File: config.mk
export PLATFORM = sky130hd
export DESIGN_NAME = fetch_stage
export DESIGN_NICKNAME = d
export VERILOG_FILES = /design/src/rtl/fetch_stage.sv
export SDC_FILE = /design/constraint.sdc
export NUM_CORES = 1
export LEC_CHECK = 0
export CAP_MARGIN = 20
export CORE_MARGIN = 3
export CORE_UTILIZATION = 44
export DETAILED_ROUTE_END_ITERATION = 10
export PLACE_DENSITY = 0.81
export SETUP_SLACK_MARGIN = 0.5
export SLEW_MARGIN = 20
export SYNTH_ARGS = -nofsm -noshare
export SYNTH_HDL_FRONTEND = slang
export SYNTH_SLANG_ARGS = --single-unit
File: constraint.sdc
create_clock -name clk -period 2.72 [get_ports clk]
set_input_delay 0.544 -clock clk [delete_from_list [all_inputs] [get_ports clk]]
set_output_delay 0.544 -clock clk [all_outputs]
set_load 0.005 [all_outputs]
File: src/rtl/fetch_stage.sv
`default_nettype none
// ============================================================================
//  Module   : fetch_stage
//  Purpose  : Instruction fetch stage ahead of the decoder. Owns the PC,
//             issues one instruction-memory read at a time over a
//             req/ready + rvalid handshake, and presents a registered
//             inst/pc_addr pair with a valid flag. Honours downstream stall
//             and a single-cycle redirect, dropping stale responses.
//  Options  : FETCH_MISALIGN_CHECK_EN - trap misaligned redirect targets
//             into a sticky fetch_fault state instead of forcing alignment.
//  Revision : 1.0 - initial release
// ============================================================================
module fetch_stage #(
    parameter logic [31:0] RESET_PC = 32'h0000_0000
) (
    input  logic        clk,
    input  logic        rst_n,
    input  logic        stall,
    input  logic        redirect_valid,
    input  logic [31:0] redirect_pc,
    output logic        imem_req,
    output logic [31:0] imem_addr,
    input  logic        imem_ready,
    input  logic        imem_rvalid,
    input  logic [31:0] imem_rdata,
    output logic        inst_valid,
    output logic [31:0] inst,
    output logic [31:0] pc_addr,
    output logic        fetch_fault
);

    localparam logic [1:0] c_S_REQ   = 2'd0;
    localparam logic [1:0] c_S_WAIT  = 2'd1;
    localparam logic [1:0] c_S_HOLD  = 2'd2;
`ifdef FETCH_MISALIGN_CHECK_EN
    localparam logic [1:0] c_S_FAULT = 2'd3;
`endif

    logic [1:0]  r_state;
    logic [31:0] r_pc;
    logic        r_drop;
    logic        r_inst_valid;
    logic [31:0] r_inst;
    logic [31:0] r_pc_addr;

    logic        w_accept;
    logic        w_waiting;
    logic [31:0] w_target;
    logic        w_redir_drop;
    logic [1:0]  w_redir_state;

    // A request exists only in S_REQ; held low while reset is asserted.
    assign imem_req  = rst_n & (r_state == c_S_REQ);
    assign imem_addr = r_pc;
    assign w_accept  = (r_state == c_S_REQ) & imem_ready;

`ifdef FETCH_MISALIGN_CHECK_EN
    logic r_fault;
    logic w_misaligned;

    // The PC is loaded verbatim; misalignment is trapped, not corrected.
    assign w_target     = redirect_pc;
    assign w_misaligned = |redirect_pc[1:0];
    // S_FAULT still owes a response when entered with a stale one in flight.
    assign w_waiting    = (r_state == c_S_WAIT) | ((r_state == c_S_FAULT) & r_drop);
    assign fetch_fault  = r_fault;
`else
    // Low address bits are discarded so fetch is always word aligned.
    assign w_target     = redirect_pc & 32'hFFFF_FFFC;
    assign w_waiting    = (r_state == c_S_WAIT);
    assign fetch_fault  = 1'b0;
`endif

    assign inst_valid = r_inst_valid;
    assign inst       = r_inst;
    assign pc_addr    = r_pc_addr;

    // Redirect destination: a response is still owed if one was launched this
    // cycle or is outstanding without arriving in this same cycle.
    always_comb begin
        w_redir_drop  = w_accept | (w_waiting & ~imem_rvalid);
        w_redir_state = w_redir_drop ? c_S_WAIT : c_S_REQ;
`ifdef FETCH_MISALIGN_CHECK_EN
        if (w_misaligned) begin
            w_redir_state = c_S_FAULT;
        end
`endif
    end

    // Fetch FSM, PC and output register; redirect overrides everything else.
    always_ff @(posedge clk or negedge rst_n) begin
        if (!rst_n) begin
            r_state      <= c_S_REQ;
            r_pc         <= RESET_PC;
            r_drop       <= 1'b0;
            r_inst_valid <= 1'b0;
            r_inst       <= 32'h0;
            r_pc_addr    <= 32'h0;
`ifdef FETCH_MISALIGN_CHECK_EN
            r_fault      <= 1'b0;
`endif
        end else if (redirect_valid) begin
            r_pc         <= w_target;
            r_inst_valid <= 1'b0;
            r_inst       <= 32'h0;
            r_state      <= w_redir_state;
            r_drop       <= w_redir_drop;
`ifdef FETCH_MISALIGN_CHECK_EN
            r_fault      <= w_misaligned;
`endif
        end else begin
            case (r_state)
                c_S_REQ: begin
                    if (w_accept) begin
                        r_state <= c_S_WAIT;
                    end
                end
                c_S_WAIT: begin
                    if (imem_rvalid) begin
                        if (r_drop) begin
                            // Stale word from before a redirect: discard it.
                            r_drop  <= 1'b0;
                            r_state <= c_S_REQ;
                        end else begin
                            r_inst_valid <= 1'b1;
                            r_inst       <= imem_rdata;
                            r_pc_addr    <= r_pc;
                            r_pc         <= r_pc + 32'd4;
                            r_state      <= c_S_HOLD;
                        end
                    end
                end
                c_S_HOLD: begin
                    if (r_inst_valid & ~stall) begin
                        r_inst_valid <= 1'b0;
                        r_inst       <= 32'h0;
                        r_state      <= c_S_REQ;
                    end
                end
`ifdef FETCH_MISALIGN_CHECK_EN
                c_S_FAULT: begin
                    // Parked until an aligned redirect; swallow any stale word.
                    if (imem_rvalid) begin
                        r_drop <= 1'b0;
                    end
                end
`endif
                default: begin
                    r_state <= c_S_REQ;
                end
            endcase
        end
    end

endmodule
`default_nettype wire

== Word-level counts from Yosys, hierarchy flattened ==
Index checks and enable logic that the tools add are counted.
Storage, ports and cells
  bits in latches: 0
  memories kept: 0
  memory bits (writable): 0
  register bits after elaboration: 100
  input port bits: 70
  word-level logic and storage cells: 56
  ROM bits: 0
Operators by class
  eq/ne operators: 7
  shift-type cells: 0
  mux-type cells: 24
  reduce and logical (&&, ||, !) cells: 9
  bitwise logic cells: 9
  multiply operators: 0
  $lt $le $gt $ge: 0
  divide/modulo/power cells: 0
  add/subtract/negate cells: 1
Operators by type and width (number)
  two-way mux 32 bit: 8
  case mux 32 bit (2 select lines): 1
  adder 32 x 3 -> 32 bit, second input constant: 1
  != test 3 bit, second input constant: 4
  two-way mux 2 bit: 5
  two-way mux 1 bit: 8
  AND reduction 4 bit: 2
  case mux 2 bit (3 select lines): 1
  AND reduction 3 bit: 2
  bitwise AND 1 bit: 4
  inverter 1 bit: 4
  nonzero test 2 bit: 2
  nonzero test 3 bit: 1
  == test 2 x 1 -> 1 bit, second input constant: 1
  == test 2 bit, second input constant: 1
  zero test 2 bit: 1
  != test 2 bit, second input constant: 1
  case mux 1 bit (2 select lines): 1
  AND reduction 2 bit: 1
  OR 1 bit: 1

== Depth between registers and ports, before layout ==
Gate-level depths: netlist of the first run.
  depth after elaboration: 5
  mapped depth: 6

== Worst setup path before layout of the first run ==
Ideal clock, no wire load.
  path type: register to register
  from: register r_pc[11], in the netlist imem_addr[11]
  to: register r_pc[28], in the netlist imem_addr[28]
  slack: 775 ps
  period minus slack after synthesis: 1945 ps
  arrival time: 1863 ps
  stages on the path, launching flop included: 6
  buffers on the path: 1
  cells stage by stage: dfrtp_1 nand3_2 or4_1 buf_2 or4_1 a31oi_1
On the way
  word-level cells in the longest chain between the ends: 5
RTL lines
  from (decl): line 40  | logic [31:0] r_pc;
  from (signal assigned): line 103  | r_pc <= w_target;
  from (signal assigned): line 128  | r_pc <= r_pc + 32'd4;
  adder 32 x 3 -> 32 bit: line 128
  two-way mux 32 bit: line 120  | if (r_drop) begin
  two-way mux 32 bit: line 119  | if (imem_rvalid) begin
  two-way mux 32 bit: line 112  | case (r_state)
  two-way mux 32 bit: line 102  | end else if (redirect_valid) begin
No other way between the ends. The select of a mux whose other input is x is not followed.
A chain may end at the register's enable or synchronous reset.

== Final worst setup path of the first run ==
  from: input port imem_rvalid
  to: register r_pc[22], in the netlist imem_addr[22]
On the way
  word-level cells in the longest chain between the ends: 2
RTL lines
  from (decl): line 24  | input logic imem_rvalid,
  nonzero test 2 bit (no source line)
  AND reduction 3 bit (no source line)
No other way between the ends.

==> results.toml, run 1 <==
[status]
status = "finished, final reports clean"

[timing]
period_needed_ns = 2.17
finalSetupTns_ns = 0
drv_slew = 0
period_share_pct = 79.7
hold_viol = 0
tightest_slew_ns = 0.946
max_freq_mhz = 461
whs_ns = 0.177
grt_setup_unrepaired = "false"
skew_ns = 0.0161
maxSlewHeadroom_pct = 36.9
setup_violations = 0

[placed_design]
dp_hpwl_um = 8320
place_area_sq_um = 6020
place_congestion = 0.759
placed_cells = 649
portBuffers = 161

[setup_path]
timing.rr.end = "imem_addr[26]$_DFFE_PN0P_"
worstPathArrival_ns = 2.46
crit_type = "input port to flop"
rrSetupSlack_ns = 0.62
cp_cell_sequence = "clkdlybuf4s50_1 > nand4bb_1 > or4_4 > or4_1 > a31oi_1"
critPathSlowestCell = "or4_4"
critPathLaunchType = "input port"
cpPeakStageDelay_ns = 0.59
r2r_cells = 4
cp-end-kind = "flop"
critPathMaxFanout = 6
timing.rr.start = "imem_addr[12]$_DFFE_PN0P_"
cp.required_ns = 3.01

[global_route]
antenna_found_initial = 0
grt_pass1_wl_um = 19300
grt.total_usage_pct = 22.0
grt_start_max_net_pins = 76
grt_overflow = 0
grt_pass1_vias = 3769

[synthesis]
synthArstFlopShare_pct = 100
synthesis.area_sq_um = 4250
synth_common_cells = "dfrtp_1, a22o_1, mux2_2"
synth_ff_type = "dfrtp_1"
synth_top_area_share_pct = 56.5
synth_top_area_cell = "dfrtp_1"
syn_inst = 370
synth_most_common_cell = "dfrtp_1"
ys_seq_area_share_pct = 56.5
synth.ff_latch_count = 96
synthTopCellsByArea = "dfrtp_1, mux2_2, a22o_1"
synth.avg_cell_area_sq_um = 11.5
yosysUniqueCellTypes = 45
ys_warn_count = 0
synth_enable_flop_cells = 0

[finish]
fillers = 744
final_util_pct = 67.3
final_nets = 604
area_growth_pct = 47.7
diodes = 0
drive_above_1_share_pct = 13.0
layout.cells.non_filler = 666
stdcell_area_sq_um = 6280

[clock_tree]
cts_tree = "built"
cts_sinks = 96
clkLatencyLatePin_ns = 0.36
path_clk_slew_ns = 0.10
cts-root-buf = "clkbuf_8"
h-tree-depth = 3
cts_buffers = 9
clk_path_buf_depth = 2

[detailed_routing]
vias = 3676
via_per_inst = 5.52
routed_wl_um = 11700
drtPass1Iterations = 4
drc = 0
drt_iter0_markers = 278
ant_nets = 0
avgRoutedWirePerCell_um = 17.5

[die]
coreArea_sq_um = 9330
io_pins = 169
num_rows = 35
die_area_sq_um = 10900
fp.dieW_um = 104
initial_core_util_pct = 45.6
die_h_um = 104

[flow_run]
drv_cap = 0

[pwr]
p_per_area_nw_per_um2 = 726
ir_drop_mv = 0.388
p_leak_nw = 2.55

[worst_hold_path]
hold_path.class = "input port to async pin"
[cell usage in the layout (no fill, tap or decap), types with 2 or more instances in the layout]
cell | netlist | routed
a31oi_1 | 17 | 17
xnor2_1 | 2 | 2
and4_1 | 5 | 4
clkbuf_8 | 0 | 9
xor2_1 | 5 | 5
clkdlybuf4s50_1 | 0 | 160
or4_4 | 0 | 2
dfrtp_1 | 96 | 95
and2_1 | 2 | 2
conb_1 | 1 | 5
or4_1 | 18 | 16
nand2_1 | 21 | 21
or3_1 | 2 | 2
nor4_1 | 2 | 2
and3_1 | 2 | 2
nand3_1 | 16 | 16
buf_4 | 5 | 13
clkinv_2 | 0 | 2
o31ai_1 | 14 | 14
mux2_2 | 30 | 30
inv_1 | 7 | 7
nand4_1 | 11 | 11
o21ai_0 | 15 | 15
nor2_1 | 20 | 19
o211ai_1 | 2 | 2
nor2b_1 | 2 | 2
bufinv_16 | 0 | 3
a21oi_1 | 5 | 4
a22o_1 | 32 | 32
[worst max path at each step]
stage | slack, ns | from | end | cells after the start
floorplan | 0.78 | imem_addr[11]$_DFFE_PN0P_ | imem_addr[28]$_DFFE_PN0P_ | 5
detailed placement | 0.13 | imem_rvalid | imem_addr[22]$_DFFE_PN0P_ | 5
CTS | 0.52 | imem_rvalid | imem_addr[22]$_DFFE_PN0P_ | 5
finish | 0.55 | imem_rvalid | imem_addr[22]$_DFFE_PN0P_ | 5
global placement | 0.22 | imem_rvalid | imem_addr[22]$_DFFE_PN0P_ | 5
global route | 0.50 | imem_rvalid | imem_addr[27]$_DFFE_PN0P_ | 5
[through the flow]
step           worst slack (ns)  power [mW]
2_1_floorplan             0.775        2.53
3_3_place_gp              0.221        3.45
3_5_place_dp              0.135        3.50
4_1_cts                   0.519        4.61
5_1_grt                   0.502        4.81
6_report                  0.552        4.56
[metal layers]
metal  up-vias  track usage (%)  share of wire (%)
li1       1711                -                  -
met1      1825             28.0                 42
met2       118             35.9                 50
met3        22             6.33                5.8
met4         0             7.50                2.2
met5         -                0                  0
[power breakdown]
part | switching [mW] | total, mW | internal (mW)
sequential | 0.242 | 2.01 | 1.77
combinational | 0.492 | 1.45 | 0.963
clock | 0.488 | 1.09 | 0.604
[logic make-up after synthesis]
kind of cell	synth area share [%]
other cells	0.0882
compound gates	15.4
buf+inv	3.71
fa+ha+maj	0.294
flops	56.5
mux	8.18
simple gates	14.4
xor+xnor	1.44
[registers in the layout, summed over array words and instances (netlist names)]
register / count
inst: 32
imem_addr: 30
r_drop: 1
r_state: 2
pc_addr: 30
inst_valid: 1
[worst max-delay path, delay by kind of cell]
kind	cells	cell delay, ns
simple gates	3	1.20
buf+inv	1	0.53
compound gates	1	0.18
[area by class of cell]
type | instances | area [sq um] | area share [%]
clock inverter | 6 | 109 | 1.73
timing repair buffer | 174 | 1720 | 27.4
inverter | 8 | 30.0 | 0.478
multi-input combinational | 244 | 1730 | 27.6
sequential | 96 | 2400 | 38.3
clock buffer | 9 | 124 | 1.97
tap | 129 | 161 | 2.57
[timing repair]
| item | 4_1_cts | 5_1_grt |
|---|---|---|
| setup buffers | 0 | 2 |
| pin swaps | 0 | 2 |
| resized for setup | 1 | 4 |
| setup endpoints to repair | 5 | 13 |
| hold buffers | 0 | 0 |
Power figures use the tool's default switching activity.
==> run 2, diff against run 1 <==
==> constraint.sdc (replaced) <==
create_clock -name clk -period 2.2 [get_ports clk]
set_input_delay 0.44 -clock clk [delete_from_list [all_inputs] [get_ports clk]]
set_output_delay 0.44 -clock clk [all_outputs]
set_load 0.005 [all_outputs]
==> run 2 against run 1 <==
  * Routed wire length is 39% higher
  * Critical endpoint is now imem_addr[28]$_DFFE_PN0P_
  * Final cell count is 16% higher
  * Largest power group unchanged
  * Count of clock-buffer cells in the layout unchanged
  * Critical path type is now flop to flop
  * Die area unchanged
==> results.toml, run 2 (synthesis results as in run 1) <==
[finish]
stdcell_area_sq_um = 7530
largest_reg_flops = 32
area_growth_pct = 77.2
layout.cells.non_filler = 773
final_nets = 710
final_common_cell = "buf_4"
drive_above_1_share_pct = 33.4
final_cell_mix = "buf_4, dfrtp_1, clkdlybuf4s50_1"
diodes = 0

[die]
initial_core_util_pct = 45.6
io_pins = 169
die_h_um = 104
die_area_sq_um = 10900
num_rows = 35
fp.dieW_um = 104
coreArea_sq_um = 9330

[global_route]
grt.total_usage_pct = 24.5
grt_pass1_wl_um = 21700
grt_start_max_net_pins = 56
antenna_found_initial = 0
grt_overflow = 0
grt_pass1_vias = 4197

[clock_tree]
cts_buffers = 9
path_clk_slew_ns = 0.11
h-tree-depth = 3
cts-root-buf = "clkbuf_8"
cts_sinks = 96
clk_path_buf_depth = 2
cts.hold.buffers_added = 0
clkLatencyLatePin_ns = 0.38
cts_tree = "built"

[setup_path]
r2r_cells = 5
critPathLaunchType = "flop"
cp.required_ns = 2.47
crit_type = "flop to flop"
cp-end-kind = "flop"
worstPathArrival_ns = 2.22
critPathMaxFanout = 7

[timing]
drv_slew = 0
maxSlewHeadroom_pct = 52.6
grt_setup_unrepaired = "true"
tightest_slew_ns = 0.711
period_share_pct = 88.2
setup_violations = 0
period_needed_ns = 1.94
skew_ns = 0.0164
max_freq_mhz = 515
hold_viol = 0

[pwr]
switchingPower_mw = 1.87
p_int_mw = 4.10
p_clk_share_pct = 19.6
p_comb_share_pct = 39.5
p_leak_nw = 3.86
seqPwrFrac_pct = 40.9
p_sw_share_pct = 31.3
ir_drop_mv = 0.620
p_per_area_nw_per_um2 = 793

[detailed_routing]
avgRoutedWirePerCell_um = 21.0
via_per_inst = 5.77
drt_iter0_markers = 425
ant_nets = 0
drtPass1Iterations = 7
drc = 0
routed_wl_um = 16200
vias = 4457

[placed_design]
placed_cells = 669
place_area_sq_um = 6240
place_congestion = 0.802
portBuffers = 161
dp_hpwl_um = 8600

[worst_hold_path]
hold_path.class = "input port to async pin"

[flow_run]
drv_cap = 0

[status]
status = "finished, final reports clean"
run 2: cell count changes in the layout (fill, tap and decap cells not counted), moves of 6 or more:
cell	before	now
clkdlybuf4s50_1	160	74
buf_4	13	93
dlymetal6s2s_1	0	48
dlygate4sd2_1	0	37
buf_6	0	16
dfrtp_1	95	85
dfrtp_2	1	11
o31ai_1	14	8
or4_4	2	8
run 2: path summary, 6_finish.rpt:
path	from	endpoint	slack, ns
min	rst_n	inst[15]$_DFFE_PN0P_	0.14
max in group asynchronous	rst_n	imem_addr[18]$_DFFE_PN0P_	0.90
min in group clk	pc_addr[24]$_DFFE_PN0P_	pc_addr[24]$_DFFE_PN0P_	0.51
max	r_drop$_DFFE_PN0P_	imem_addr[28]$_DFFE_PN0P_	0.26
max reg2reg	r_drop$_DFFE_PN0P_	imem_addr[28]$_DFFE_PN0P_	0.26
min reg2reg	pc_addr[24]$_DFFE_PN0P_	pc_addr[24]$_DFFE_PN0P_	0.51
run 2: what timing repair did:
| item | CTS | global route |
|---|---|---|
| cloned | 1 | 8 |
| setup endpoints to repair | 127 | 116 |
| gates resized for setup | 62 | 97 |
| pin swaps | 18 | 23 |
| buffers inserted | 44 | 35 |
run 2: metrics by stage:
stage               setup WS [ns]  power [mW]  util (%)  hold slack [ns]  TNS [ns]
CTS                         0.363        5.62      72.7            0.152         0
detailed placement         -0.205        4.41      66.9            0.481     -1.75
global placement           -0.145        4.35      66.9            0.483     -1.20
finish                      0.259        5.97      80.8            0.142         0
global route                0.176        6.26      80.8            0.174         0
floorplan                   0.350        3.15         -            0.144         0
run 2: cell type report:
type / count / area (sq um)
clock buffers: 9 / 124
repair buffers: 279 / 2770
inverters: 8 / 30.0
clock inverters: 7 / 62.6
well taps: 129 / 161
fillers: 502 / 1800
multi-input cells: 245 / 1970
flip-flops and latches: 96 / 2420
run 2: power by group through the flow:
stage	clock network [mW]	registers [mW]	logic, mW
2_1_floorplan	0	2.52	0.632
3_3_place_gp	0	2.48	1.87
3_5_place_dp	0	2.50	1.91
4_1_cts	1.14	2.43	2.05
5_1_grt	1.25	2.49	2.51
6_report	1.17	2.44	2.36
run 2: routing by layer:
metal	global-route usage, %	routed length [um]	vias to the layer above
met5	0	0	-
met4	8.17	600	0
met3	5.03	1120	56
met1	31.3	6550	2220
li1	-	-	1931
met2	41.7	7970	250
run 2: worst max-delay path, cell delays in order (launching register included):
cell and delay (ns):
dfrtp_1 0.45, and4bb_4 0.39, nand4_1 0.13, buf_6 0.16
or4_1 0.52, a31oi_1 0.20
==> run 3, diff against run 2 <==
--- a/config.mk
+++ b/config.mk
@@ -10,6 +10,7 @@
 export CORE_UTILIZATION = 44
 export DETAILED_ROUTE_END_ITERATION = 10
 export PLACE_DENSITY = 0.81
+export REMOVE_ABC_BUFFERS = 1
 export SETUP_SLACK_MARGIN = 0.5
 export SLEW_MARGIN = 20
 export SYNTH_ARGS = -nofsm -noshare
==> run 3 against run 2 <==
  * Non-clock buffer count down 22
  * Sequential power barely moved
  * Die area did not move
  * Setup slack improved by 0.043 ns
  * Combinational power fell by 10%
  * Critical path depth fell by 1
  * Final cell count down 2.7%
  * Count of clock-buffer cells in the layout is the same
  * Clock power up 3%
  * Cell area decreased by 5.3%
  * Routed wire length shrank 12%
  * Flip-flop and latch count stayed put
  * Critical path type unchanged
==> results.toml, run 3 (synthesis results as in run 1) <==
[global_route]
grt_start_max_net_pins = 61
grt_pass1_wl_um = 21100
grt_overflow = 0
grt.total_usage_pct = 23.8
antenna_found_initial = 0
grt_pass1_vias = 4099

[pwr]
p_per_area_nw_per_um2 = 808
ir_drop_mv = 0.473
p_leak_nw = 3.54

[setup_path]
critPathLaunchType = "flop"
critPathSlowestCell = "or4_1"
cp_cell_sequence = "and4bb_4 > nand4_1 > or4_1 > a31oi_1"
cpPeakStageDelay_ns = 0.59
path_buf_inv = 0
critical_path.top_delay_family = "simple AND/OR/NAND/NOR gates"
cp-end-kind = "flop"
worstPathArrival_ns = 2.18
cp.required_ns = 2.48
crit_type = "flop to flop"
critPathMaxFanout = 6

[placed_design]
preCtsSetupSlack_ns = -0.233
place_congestion = 0.844
dp_hpwl_um = 8880
portBuffers = 161
place_area_sq_um = 6220
placed_cells = 673

[timing]
period_share_pct = 86.3
maxSlewHeadroom_pct = 48.3
whs_ns = 0.123
setup_slack_ns = 0.302
drv_slew = 0
hold_viol = 0
setup_violations = 0
period_needed_ns = 1.90
max_freq_mhz = 527
grt_setup_unrepaired = "true"
tightest_slew_ns = 0.775
skew_ns = 0.0213

[clock_tree]
h-tree-depth = 3
clk_path_buf_depth = 2
path_clk_slew_ns = 0.11
cts_buffers = 9
cts_sinks = 96
cts-root-buf = "clkbuf_8"
cts.hold.buffers_added = 0
clkLatencyLatePin_ns = 0.36
cts_tree = "built"

[detailed_routing]
ant_nets = 0
vias = 4256
drc = 0
routed_wl_um = 14300
drtPass1Iterations = 5
avgRoutedWirePerCell_um = 19.0
drt_iter0_markers = 354
via_per_inst = 5.66

[finish]
diodes = 0
final_common_cell = "dfrtp_1"
seqCellArea_sq_um = 2410
final_util_pct = 76.5
drive_above_1_share_pct = 29.5
multi_input_area_sq_um = 1830
area_growth_pct = 67.8
layout.cells.non_filler = 752
final_cell_mix = "dfrtp_1, clkdlybuf4s50_1, buf_4"
stdcell_area_sq_um = 7130
fillers = 603
largest_reg_flops = 32
final_nets = 689

[die]
fp.dieW_um = 104
num_rows = 35
coreArea_sq_um = 9330
initial_core_util_pct = 45.6
die_h_um = 104
io_pins = 169
die_area_sq_um = 10900

[status]
status = "finished, final reports clean"

[flow_run]
drv_cap = 0

[worst_hold_path]
hold_path.class = "input port to async pin"
-- run 3: worst reg2reg max path, stage by stage (launching register included) --
cell      delay (ns)
dfrtp_1         0.40
and4bb_4        0.40
nand4_1         0.27
or4_1           0.59
a31oi_1         0.18
-- run 3: cell type report --
type	count	share of cell area, %
Clock buffer	9	1.74
Clock inverter	7	1.21
Tap cell	129	2.26
Timing Repair Buffer	257	34.8
Inverter	8	0.421
Multi-Input combinational cell	246	25.7
Sequential cell	96	33.8
-- run 3: worst paths after layout --
path / from / to / slack (ns) / depth (start not counted)
worst max-delay path: r_drop$_DFFE_PN0P_ / imem_addr[26]$_DFFE_PN0P_ / 0.30 / 4
max in group asynchronous: rst_n / imem_addr[17]$_DFFE_PN0P_ / 0.88 / 3
worst min register to register: inst[20]$_DFFE_PN0P_ / inst[20]$_DFFE_PN0P_ / 0.51 / 1
min in group clk: inst[20]$_DFFE_PN0P_ / inst[20]$_DFFE_PN0P_ / 0.51 / 1
worst max register to register: r_drop$_DFFE_PN0P_ / imem_addr[26]$_DFFE_PN0P_ / 0.30 / 4
worst min-delay path: rst_n / pc_addr[7]$_DFFE_PN0P_ / 0.12 / 2
-- run 3: metrics by stage --
| step | TNS [ns] | total power, mW |
|---|---|---|
| floorplan | -79.23 | 3.10 |
| global placement | -0.477 | 4.33 |
| detailed placement | -1.04 | 4.40 |
| CTS | 0 | 5.64 |
| global route | 0 | 6.06 |
| finish | 0 | 5.76 |
-- run 3: routing by layer --
| metal | vias to the layer above | track usage (%) | routed length, um |
|---|---|---|---|
| li1 | 1895 | - | - |
| met1 | 2107 | 30.3 | 5630 |
| met2 | 208 | 41.7 | 7400 |
| met3 | 46 | 3.48 | 819 |
| met4 | 0 | 7.22 | 439 |
| met5 | - | 0 | 0 |
-- run 3: power breakdown --
group | internal, mW | switching (mW)
clock | 0.548 | 0.665
combinational | 1.34 | 0.775
sequential | 2.19 | 0.244
total | 4.08 | 1.68
-- run 3: timing repair --
item | CTS | global route
endpoints found under the hold margin | 0 | 0
setup buffers | 30 | 28
gates cloned | 1 | 4
setup endpoints to repair | 116 | 101
pin swaps | 28 | 12
gates resized for setup | 78 | 58
